`src/rtl/comparator_scan_sequencer_if.sv`:
```
// Injector fire/ready handshake and per-point result stream
// between the scan sequencer and its neighbours.
interface comparator_scan_sequencer_if #(
    parameter int DAC_W = 10,
    parameter int CNT_W = 16
) ();
    logic             fire_pulse;
    logic             pulser_ready;
    logic             compout_last;
    logic             result_valid;
    logic             result_ready;
    logic [DAC_W-1:0] result_dac;
    logic [CNT_W-1:0] result_hits;

    modport master (
        output fire_pulse,
        output result_valid,
        output result_dac,
        output result_hits,
        input  pulser_ready,
        input  compout_last,
        input  result_ready
    );

    modport slave (
        input  fire_pulse,
        input  result_valid,
        input  result_dac,
        input  result_hits,
        output pulser_ready,
        output compout_last,
        output result_ready
    );
endinterface

```
`src/rtl/comparator_scan_sequencer.sv`:
```
// Threshold-DAC scan initiator: load DAC, settle, fire N injector
// pulses, count comparator hits, emit one result per DAC point.
module comparator_scan_sequencer #(
    parameter int DAC_W   = 10,
    parameter int CNT_W   = 16,
    parameter int TMO_CYC = 255
) (
    input  logic             clk,
    input  logic             rst,
    input  logic             start,
    input  logic             abort,
    input  logic [DAC_W-1:0] dac_start,
    input  logic [DAC_W-1:0] dac_stop,
    input  logic [DAC_W-1:0] dac_step,
    input  logic [CNT_W-1:0] pulses_per_point,
    input  logic [7:0]       settle_cycles,
    output logic [DAC_W-1:0] dac_value,
    output logic             dac_load,
    output logic             busy,
    output logic             done,
    output logic             timeout_err,
    comparator_scan_sequencer_if.master bus
);
    localparam int WD_W = $clog2(TMO_CYC + 1);
    localparam logic [WD_W-1:0]  WD_ONE  = WD_W'(1);
    localparam logic [WD_W-1:0]  WD_LAST = WD_W'(TMO_CYC - 1);
    localparam logic [CNT_W-1:0] CNT_ONE = CNT_W'(1);

    typedef enum logic [2:0] {
        S_IDLE,
        S_LOAD,
        S_SETTLE,
        S_FIRE,
        S_WAIT,
        S_REPORT,
        S_STEP,
        S_DONE
    } state_t;

    state_t           r_state, w_state_nx;
    logic [DAC_W-1:0] r_dac, w_dac_nx;
    logic [DAC_W-1:0] r_stop, w_stop_nx;
    logic [DAC_W-1:0] r_step, w_step_nx;
    logic [CNT_W-1:0] r_ppp, w_ppp_nx;
    logic [CNT_W-1:0] r_hits, w_hits_nx;
    logic [CNT_W-1:0] r_pcnt, w_pcnt_nx;
    logic [7:0]       r_set, w_set_nx;
    logic [WD_W-1:0]  r_wd, w_wd_nx;
    logic             r_load, w_load_nx;
    logic             r_fire, w_fire_nx;
    logic             r_rv, w_rv_nx;
    logic [DAC_W-1:0] r_rdac, w_rdac_nx;
    logic [CNT_W-1:0] r_rhits, w_rhits_nx;
    logic             r_busy, w_busy_nx;
    logic             r_done, w_done_nx;
    logic             r_tmo, w_tmo_nx;

    logic [DAC_W:0]   w_next;
    logic [CNT_W-1:0] w_hits_inc;
    logic [CNT_W-1:0] w_pcnt_inc;

    assign w_next     = {1'b0, r_dac} + {1'b0, r_step};
    assign w_hits_inc = r_hits + {{(CNT_W-1){1'b0}}, bus.compout_last};
    assign w_pcnt_inc = r_pcnt + CNT_ONE;

    always_ff @(posedge clk) begin
        if (rst) r_state <= S_IDLE;
        else     r_state <= w_state_nx;
    end

    always_comb begin
        w_state_nx = r_state;
        w_dac_nx   = r_dac;
        w_stop_nx  = r_stop;
        w_step_nx  = r_step;
        w_ppp_nx   = r_ppp;
        w_hits_nx  = r_hits;
        w_pcnt_nx  = r_pcnt;
        w_set_nx   = r_set;
        w_wd_nx    = r_wd;
        w_load_nx  = 1'b0;
        w_fire_nx  = r_fire;
        w_rv_nx    = r_rv;
        w_rdac_nx  = r_rdac;
        w_rhits_nx = r_rhits;
        w_tmo_nx   = r_tmo;
        unique case (r_state)
            S_IDLE, S_DONE: begin
                if (start) begin
                    w_dac_nx   = dac_start;
                    w_stop_nx  = dac_stop;
                    w_step_nx  = dac_step;
                    w_ppp_nx   = pulses_per_point;
                    w_tmo_nx   = 1'b0;
                    w_state_nx = S_LOAD;
                end
            end
            S_LOAD: begin
                w_load_nx  = 1'b1;
                w_hits_nx  = '0;
                w_pcnt_nx  = '0;
                w_set_nx   = settle_cycles;
                w_state_nx = S_SETTLE;
            end
            S_SETTLE: begin
                if (r_set <= 8'd1) begin
                    if (r_ppp == '0) begin
                        w_rv_nx    = 1'b1;
                        w_rdac_nx  = r_dac;
                        w_rhits_nx = '0;
                        w_state_nx = S_REPORT;
                    end else begin
                        w_fire_nx  = bus.pulser_ready;
                        w_wd_nx    = '0;
                        w_state_nx = S_FIRE;
                    end
                end else begin
                    w_set_nx = r_set - 8'd1;
                end
            end
            S_FIRE: begin
                w_wd_nx = r_wd + WD_ONE;
                if (r_fire && !bus.pulser_ready) begin
                    w_fire_nx  = 1'b0;
                    w_wd_nx    = '0;
                    w_state_nx = S_WAIT;
                end else begin
                    if (!r_fire) w_fire_nx = bus.pulser_ready;
                    if (r_wd == WD_LAST) begin
                        w_fire_nx  = 1'b0;
                        w_tmo_nx   = 1'b1;
                        w_state_nx = S_DONE;
                    end
                end
            end
            S_WAIT: begin
                w_wd_nx = r_wd + WD_ONE;
                // ready was already seen low on entry, so high here is the rising edge
                if (bus.pulser_ready) begin
                    w_hits_nx = w_hits_inc;
                    w_pcnt_nx = w_pcnt_inc;
                    w_wd_nx   = '0;
                    if (w_pcnt_inc == r_ppp) begin
                        w_rv_nx    = 1'b1;
                        w_rdac_nx  = r_dac;
                        w_rhits_nx = w_hits_inc;
                        w_state_nx = S_REPORT;
                    end else begin
                        w_fire_nx  = 1'b1;
                        w_state_nx = S_FIRE;
                    end
                end else if (r_wd == WD_LAST) begin
                    w_tmo_nx   = 1'b1;
                    w_state_nx = S_DONE;
                end
            end
            S_REPORT: begin
                if (bus.result_ready) begin
                    w_rv_nx    = 1'b0;
                    w_state_nx = S_STEP;
                end
            end
            S_STEP: begin
                if (r_step == '0 || w_next[DAC_W] ||
                    w_next[DAC_W-1:0] > r_stop) begin
                    w_state_nx = S_DONE;
                end else begin
                    w_dac_nx   = w_next[DAC_W-1:0];
                    w_state_nx = S_LOAD;
                end
            end
        endcase
        if (abort) begin
            w_state_nx = S_IDLE;
            w_fire_nx  = 1'b0;
            w_rv_nx    = 1'b0;
            w_load_nx  = 1'b0;
        end
        w_busy_nx = (w_state_nx != S_IDLE) && (w_state_nx != S_DONE);
        w_done_nx = (w_state_nx == S_DONE);
    end

    always_ff @(posedge clk) begin
        if (rst) begin
            r_dac   <= '0;
            r_stop  <= '0;
            r_step  <= '0;
            r_ppp   <= '0;
            r_hits  <= '0;
            r_pcnt  <= '0;
            r_set   <= '0;
            r_wd    <= '0;
            r_load  <= 1'b0;
            r_fire  <= 1'b0;
            r_rv    <= 1'b0;
            r_rdac  <= '0;
            r_rhits <= '0;
            r_busy  <= 1'b0;
            r_done  <= 1'b0;
            r_tmo   <= 1'b0;
        end else begin
            r_dac   <= w_dac_nx;
            r_stop  <= w_stop_nx;
            r_step  <= w_step_nx;
            r_ppp   <= w_ppp_nx;
            r_hits  <= w_hits_nx;
            r_pcnt  <= w_pcnt_nx;
            r_set   <= w_set_nx;
            r_wd    <= w_wd_nx;
            r_load  <= w_load_nx;
            r_fire  <= w_fire_nx;
            r_rv    <= w_rv_nx;
            r_rdac  <= w_rdac_nx;
            r_rhits <= w_rhits_nx;
            r_busy  <= w_busy_nx;
            r_done  <= w_done_nx;
            r_tmo   <= w_tmo_nx;
        end
    end

    assign dac_value        = r_dac;
    assign dac_load         = r_load;
    assign busy             = r_busy;
    assign done             = r_done;
    assign timeout_err      = r_tmo;
    assign bus.fire_pulse   = r_fire;
    assign bus.result_valid = r_rv;
    assign bus.result_dac   = r_rdac;
    assign bus.result_hits  = r_rhits;
endmodule

```
`src/flat_wrapper.sv`:
```
// flat-port wrapper written by rule: the top's interface ports become plain ports
module comparator_scan_sequencer_flat 
#(
    parameter int DAC_W   = 10,
    parameter int CNT_W   = 16,
    parameter int TMO_CYC = 255
)
  (clk, rst, start, abort, dac_start, dac_stop, dac_step, pulses_per_point, settle_cycles, dac_value, dac_load, busy, done, timeout_err, bus_fire_pulse, bus_result_valid, bus_result_dac, bus_result_hits, bus_pulser_ready, bus_compout_last, bus_result_ready);
  comparator_scan_sequencer_if #(.DAC_W(DAC_W), .CNT_W(CNT_W)) bus_i ();
  input  logic clk;
  input  logic rst;
  input  logic start;
  input  logic abort;
  input  logic [DAC_W-1:0] dac_start;
  input  logic [DAC_W-1:0] dac_stop;
  input  logic [DAC_W-1:0] dac_step;
  input  logic [CNT_W-1:0] pulses_per_point;
  input  logic [7:0] settle_cycles;
  output logic [DAC_W-1:0] dac_value;
  output logic dac_load;
  output logic busy;
  output logic done;
  output logic timeout_err;
  output wire logic [$bits(bus_i.fire_pulse)-1:0] bus_fire_pulse;
  output wire logic [$bits(bus_i.result_valid)-1:0] bus_result_valid;
  output wire logic [$bits(bus_i.result_dac)-1:0] bus_result_dac;
  output wire logic [$bits(bus_i.result_hits)-1:0] bus_result_hits;
  input wire logic [$bits(bus_i.pulser_ready)-1:0] bus_pulser_ready;
  input wire logic [$bits(bus_i.compout_last)-1:0] bus_compout_last;
  input wire logic [$bits(bus_i.result_ready)-1:0] bus_result_ready;
  assign bus_fire_pulse = bus_i.fire_pulse;
  assign bus_result_valid = bus_i.result_valid;
  assign bus_result_dac = bus_i.result_dac;
  assign bus_result_hits = bus_i.result_hits;
  assign bus_i.pulser_ready = bus_pulser_ready;
  assign bus_i.compout_last = bus_compout_last;
  assign bus_i.result_ready = bus_result_ready;
  comparator_scan_sequencer #(.DAC_W(DAC_W), .CNT_W(CNT_W), .TMO_CYC(TMO_CYC)) u_core (.clk(clk), .rst(rst), .start(start), .abort(abort), .dac_start(dac_start), .dac_stop(dac_stop), .dac_step(dac_step), .pulses_per_point(pulses_per_point), .settle_cycles(settle_cycles), .dac_value(dac_value), .dac_load(dac_load), .busy(busy), .done(done), .timeout_err(timeout_err), .bus(bus_i));
endmodule
```
`config.mk`:
```
export PLATFORM = sky130hd
export DESIGN_NAME = comparator_scan_sequencer_flat
export DESIGN_NICKNAME = d
export VERILOG_FILES = /design/src/rtl/comparator_scan_sequencer_if.sv /design/src/rtl/comparator_scan_sequencer.sv /design/src/flat_wrapper.sv
export SDC_FILE = /design/constraint.sdc
export NUM_CORES = 1
export LEC_CHECK = 0
export BUFFER_PORTS_ARGS = -buffer_cell sky130_fd_sc_hd__buf_2
export CORE_MARGIN = 3
export CORE_UTILIZATION = 45
export DETAILED_ROUTE_END_ITERATION = 10
export PLACE_DENSITY = 0.77
export SKIP_CTS_REPAIR_TIMING = 1
export SYNTH_ARGS = -nofsm -noshare
export SYNTH_HDL_FRONTEND = slang
export SYNTH_SLANG_ARGS = --single-unit
```
`constraint.sdc`:
```
create_clock -name clk -period 4.6 [get_ports clk]
set_input_delay 0.23 -clock clk [delete_from_list [all_inputs] [get_ports clk]]
set_output_delay 0.23 -clock clk [all_outputs]
set_load 0.05 [all_outputs]
```
==> impl_metrics.yaml <==
routing:
  drt_first_iter_violations: 622
  routedWlPerCell_um: 15.9
  drc: 0
  viasPerCell: 5.80
  routed_wl_um: 20100
  vias: 7296
  drtPass1Iterations: 5
  route.antenna.remaining_nets: 0
timing:
  fmax_mhz: 251
  finalClockSkew_ns: 0.00853
  finalHoldViolCount: 0
  tns_ns: 0
  finalMaxSlewViolations: 0
  slew_headroom_pct: 20.1
  setup_viol: 0
  fin_crit_sh_pct: 86.6
  fin_ws_ns: 0.615
  rsz0062_at_grt: "false"
  tightest_slew_ns: 1.20
  finalCriticalPeriod_ns: 3.99
worst_setup_path:
  crit_path_frequent_cell: "o21ai_0"
  cp.arrival_ns: 4.33
  cp-end-kind: "flop"
  crit_chain: "ha_1 -> a211oi_1 -> o21ai_0 -> a21oi_1 -> o21ai_0 -> a21oi_1 -> xnor2_1 -> ha_1 -> nand2_1 -> o21ai_0 -> o21ai_0 -> a21oi_1 -> o31a_1 -> mux2_2 -> nor2_1"
  cp_slowest_cell: "o31a_1"
  crit_fanout: 12
  crit_type: "flop to flop"
  crit_buf_inv: 0
  cp_slowest_stage_delay_ns: 0.58
  critPathLaunchType: "flop"
  required_ns: 4.94
  critPathTopFamily: "compound AO/OA/AOI/OAI gates"
cells_and_area:
  seq_area_um2: 2580
  diodes: 0
  multiInputGateArea_um2: 4630
  area_growth_pct: 15.2
  fillers: 1539
  layout-drive-gt1-share_pct: 16.4
  fin_nets: 1118
status:
  status: "finished clean"
power:
  power.share.sequential_pct: 39.9
  p_leak_nw: 3.45
  peakVddDrop_uv: 276
  switchingPower_mw: 0.867
  clkPwrFrac_pct: 44.2
  powerDensity_nw_per_um2: 345
  combinationalPowerShare_pct: 15.9
  p_int_mw: 2.16
  switching_share_pct: 28.7
clock_tree:
  cts_buffers: 17
  clkLatencyLatePin_ns: 0.42
  clockBufferDepth: 2
  clock-sinks: 129
  htreeDepth: 4
  tritoncts: "built"
  clkTransAtPathRegs_ns: 0.06
  cts-root-buf: "clkbuf_16"
global_route:
  grt_max_degree: 99
  grt_overflow_total: 0
  grt_usage_pct: 21.8
  grt_first_pass_wirelength_um: 32900
  antenna_found_initial: 0
  grt_pass1_vias: 6650
synth:
  synth-edff-count: 0
  synth-main-ff-cell: "dfxtp_1"
  yosysTopAreaCell: "dfxtp_1"
  netlist_area_um2: 7610
  syn_nets: 1053
  synth_seq_cells: 129
  synth_area_per_cell_um2: 7.89
  synthTopCellsByCount: "nand2_1, dfxtp_1, a21oi_1, nor2_1, o21ai_0"
  ys_seq_area_share_pct: 34.0
  async_flop_share_pct: 0
  synth_most_common_cell: "nand2_1"
  ys.warnings.count: 0
  synthCells: 964
  synth_area_leaders: "dfxtp_1, nand2_1, a21oi_1"
  ys_types: 76
  synth_top_area_share_pct: 34.0
hold_path:
  hp-class: "primary input to flop"
floorplan:
  core-area_um2: 16200
  io_pins: 103
  start_util_pct: 46.9
  fp-row-count: 46
  die_w_um: 136
  fp.dieArea_um2: 18500
  die_height_um: 136
place:
  io_buffers: 102
  place_ws_ns: 0.692
  hpwl_um: 14100
  gp_congestion: 0.987
flow_run:
  drv_cap: 0
## sequential cells by signal, indices dropped and copies added (netlist names)
| name | flops |
|---|---|
| u_core.busy | 1 |
| u_core.r_step | 10 |
| u_core.timeout_err | 1 |
| u_core.bus.result_valid | 1 |
| u_core.r_pcnt | 16 |
| u_core.r_wd | 8 |
| u_core.r_set | 8 |
| u_core.bus.result_dac | 10 |
| u_core.done | 1 |
| u_core.dac_value | 10 |
| u_core.bus.result_hits | 16 |
| u_core.dac_load | 1 |
| u_core.bus.fire_pulse | 1 |
| u_core.r_hits | 16 |
| u_core.r_state | 3 |
| u_core.r_ppp | 16 |
| u_core.r_stop | 10 |
## worst paths after layout
| kind | start | to | slack (ns) | cells past startpoint |
|---|---|---|---|---|
| max | u_core.dac_value[1] | u_core.dac_value[8] | 0.61 | 15 |
| min | abort | u_core.busy | 0.04 | 2 |
| max reg2reg | u_core.dac_value[1] | u_core.dac_value[8] | 0.61 | 15 |
| min reg2reg | u_core.r_hits[0] | u_core.r_hits[0] | 0.45 | 2 |
## final cells by class
class | count | share of cell area (%)
Sequential cell | 129 | 29.5
Inverter | 30 | 1.29
Clock inverter | 13 | 1.56
Tap cell | 216 | 3.08
Multi-Input combinational cell | 740 | 52.8
Clock buffer | 19 | 5.17
Timing Repair Buffer | 111 | 6.63
## layout by cell type, fill, tap and decap left out, types with 10 or more instances in the layout
master,instances
nand2_1,131
dfxtp_1,129
buf_2,101
a21oi_1,97
nor2_1,81
o21ai_0,49
nand3_1,40
xnor2_1,32
inv_1,29
nor3_1,27
ha_1,27
xor2_1,18
nor2b_1,18
mux2i_1,17
clkbuf_16,17
a211oi_1,15
and3_1,13
nand4_1,11
nor3b_1,11
a32oi_1,11
nor4_1,10
buf_4,10
## worst register-to-register path, delay by kind of cell (launching register included)
kind | cells | cell delay [ns]
DFF | 1 | 0.43
AOI/OAI and AO/OA | 9 | 2.26
muxes | 1 | 0.40
adders and majority gates | 2 | 0.59
xor gates and xnor gates | 1 | 0.10
and+or+nand+nor | 2 | 0.13
## metrics by stage
stage               hold WS, ns  instances  cell area (um^2)  utilization (%)  power (mW)
floorplan                 0.301        964              7610                -        1.57
global placement          0.444       1226              8170             50.3        1.70
detailed placement        0.450       1226              8170             50.3        1.70
CTS                      0.0187       1258              8760             54.0        3.04
global route             0.0287       1258              8760             54.0        3.16
finish                   0.0351       1258              8760             54.0        3.03
## routing by layer
metal / global-route usage (%) / vias up / routed length, um
met5: 0 / - / 0
met4: 5.94 / 0 / 322
met1: 30.9 / 3440 / 9450
met3: 5.14 / 29 / 1370
li1: - / 3579 / -
met2: 33.4 / 248 / 8900
## power by group through the flow
| stage | sequential [mW] | clock [mW] | combinational, mW |
|---|---|---|---|
| CTS | 1.21 | 1.36 | 0.477 |
| global route | 1.21 | 1.41 | 0.536 |
| finish | 1.21 | 1.34 | 0.481 |
| global placement | 1.23 | 0 | 0.467 |
| floorplan | 1.24 | 0 | 0.329 |
| detailed placement | 1.23 | 0 | 0.473 |
## logic make-up after synthesis
kind of cell,Yosys count,share of synthesized area [%]
fa+ha+maj,28,4.70
simple gates,397,26.9
flops,129,34.0
xor+xnor,51,6.07
buf+inv,95,5.40
compound gates,245,20.4
mux,19,2.53
Note: power is estimated with default switching activity, not from simulation.
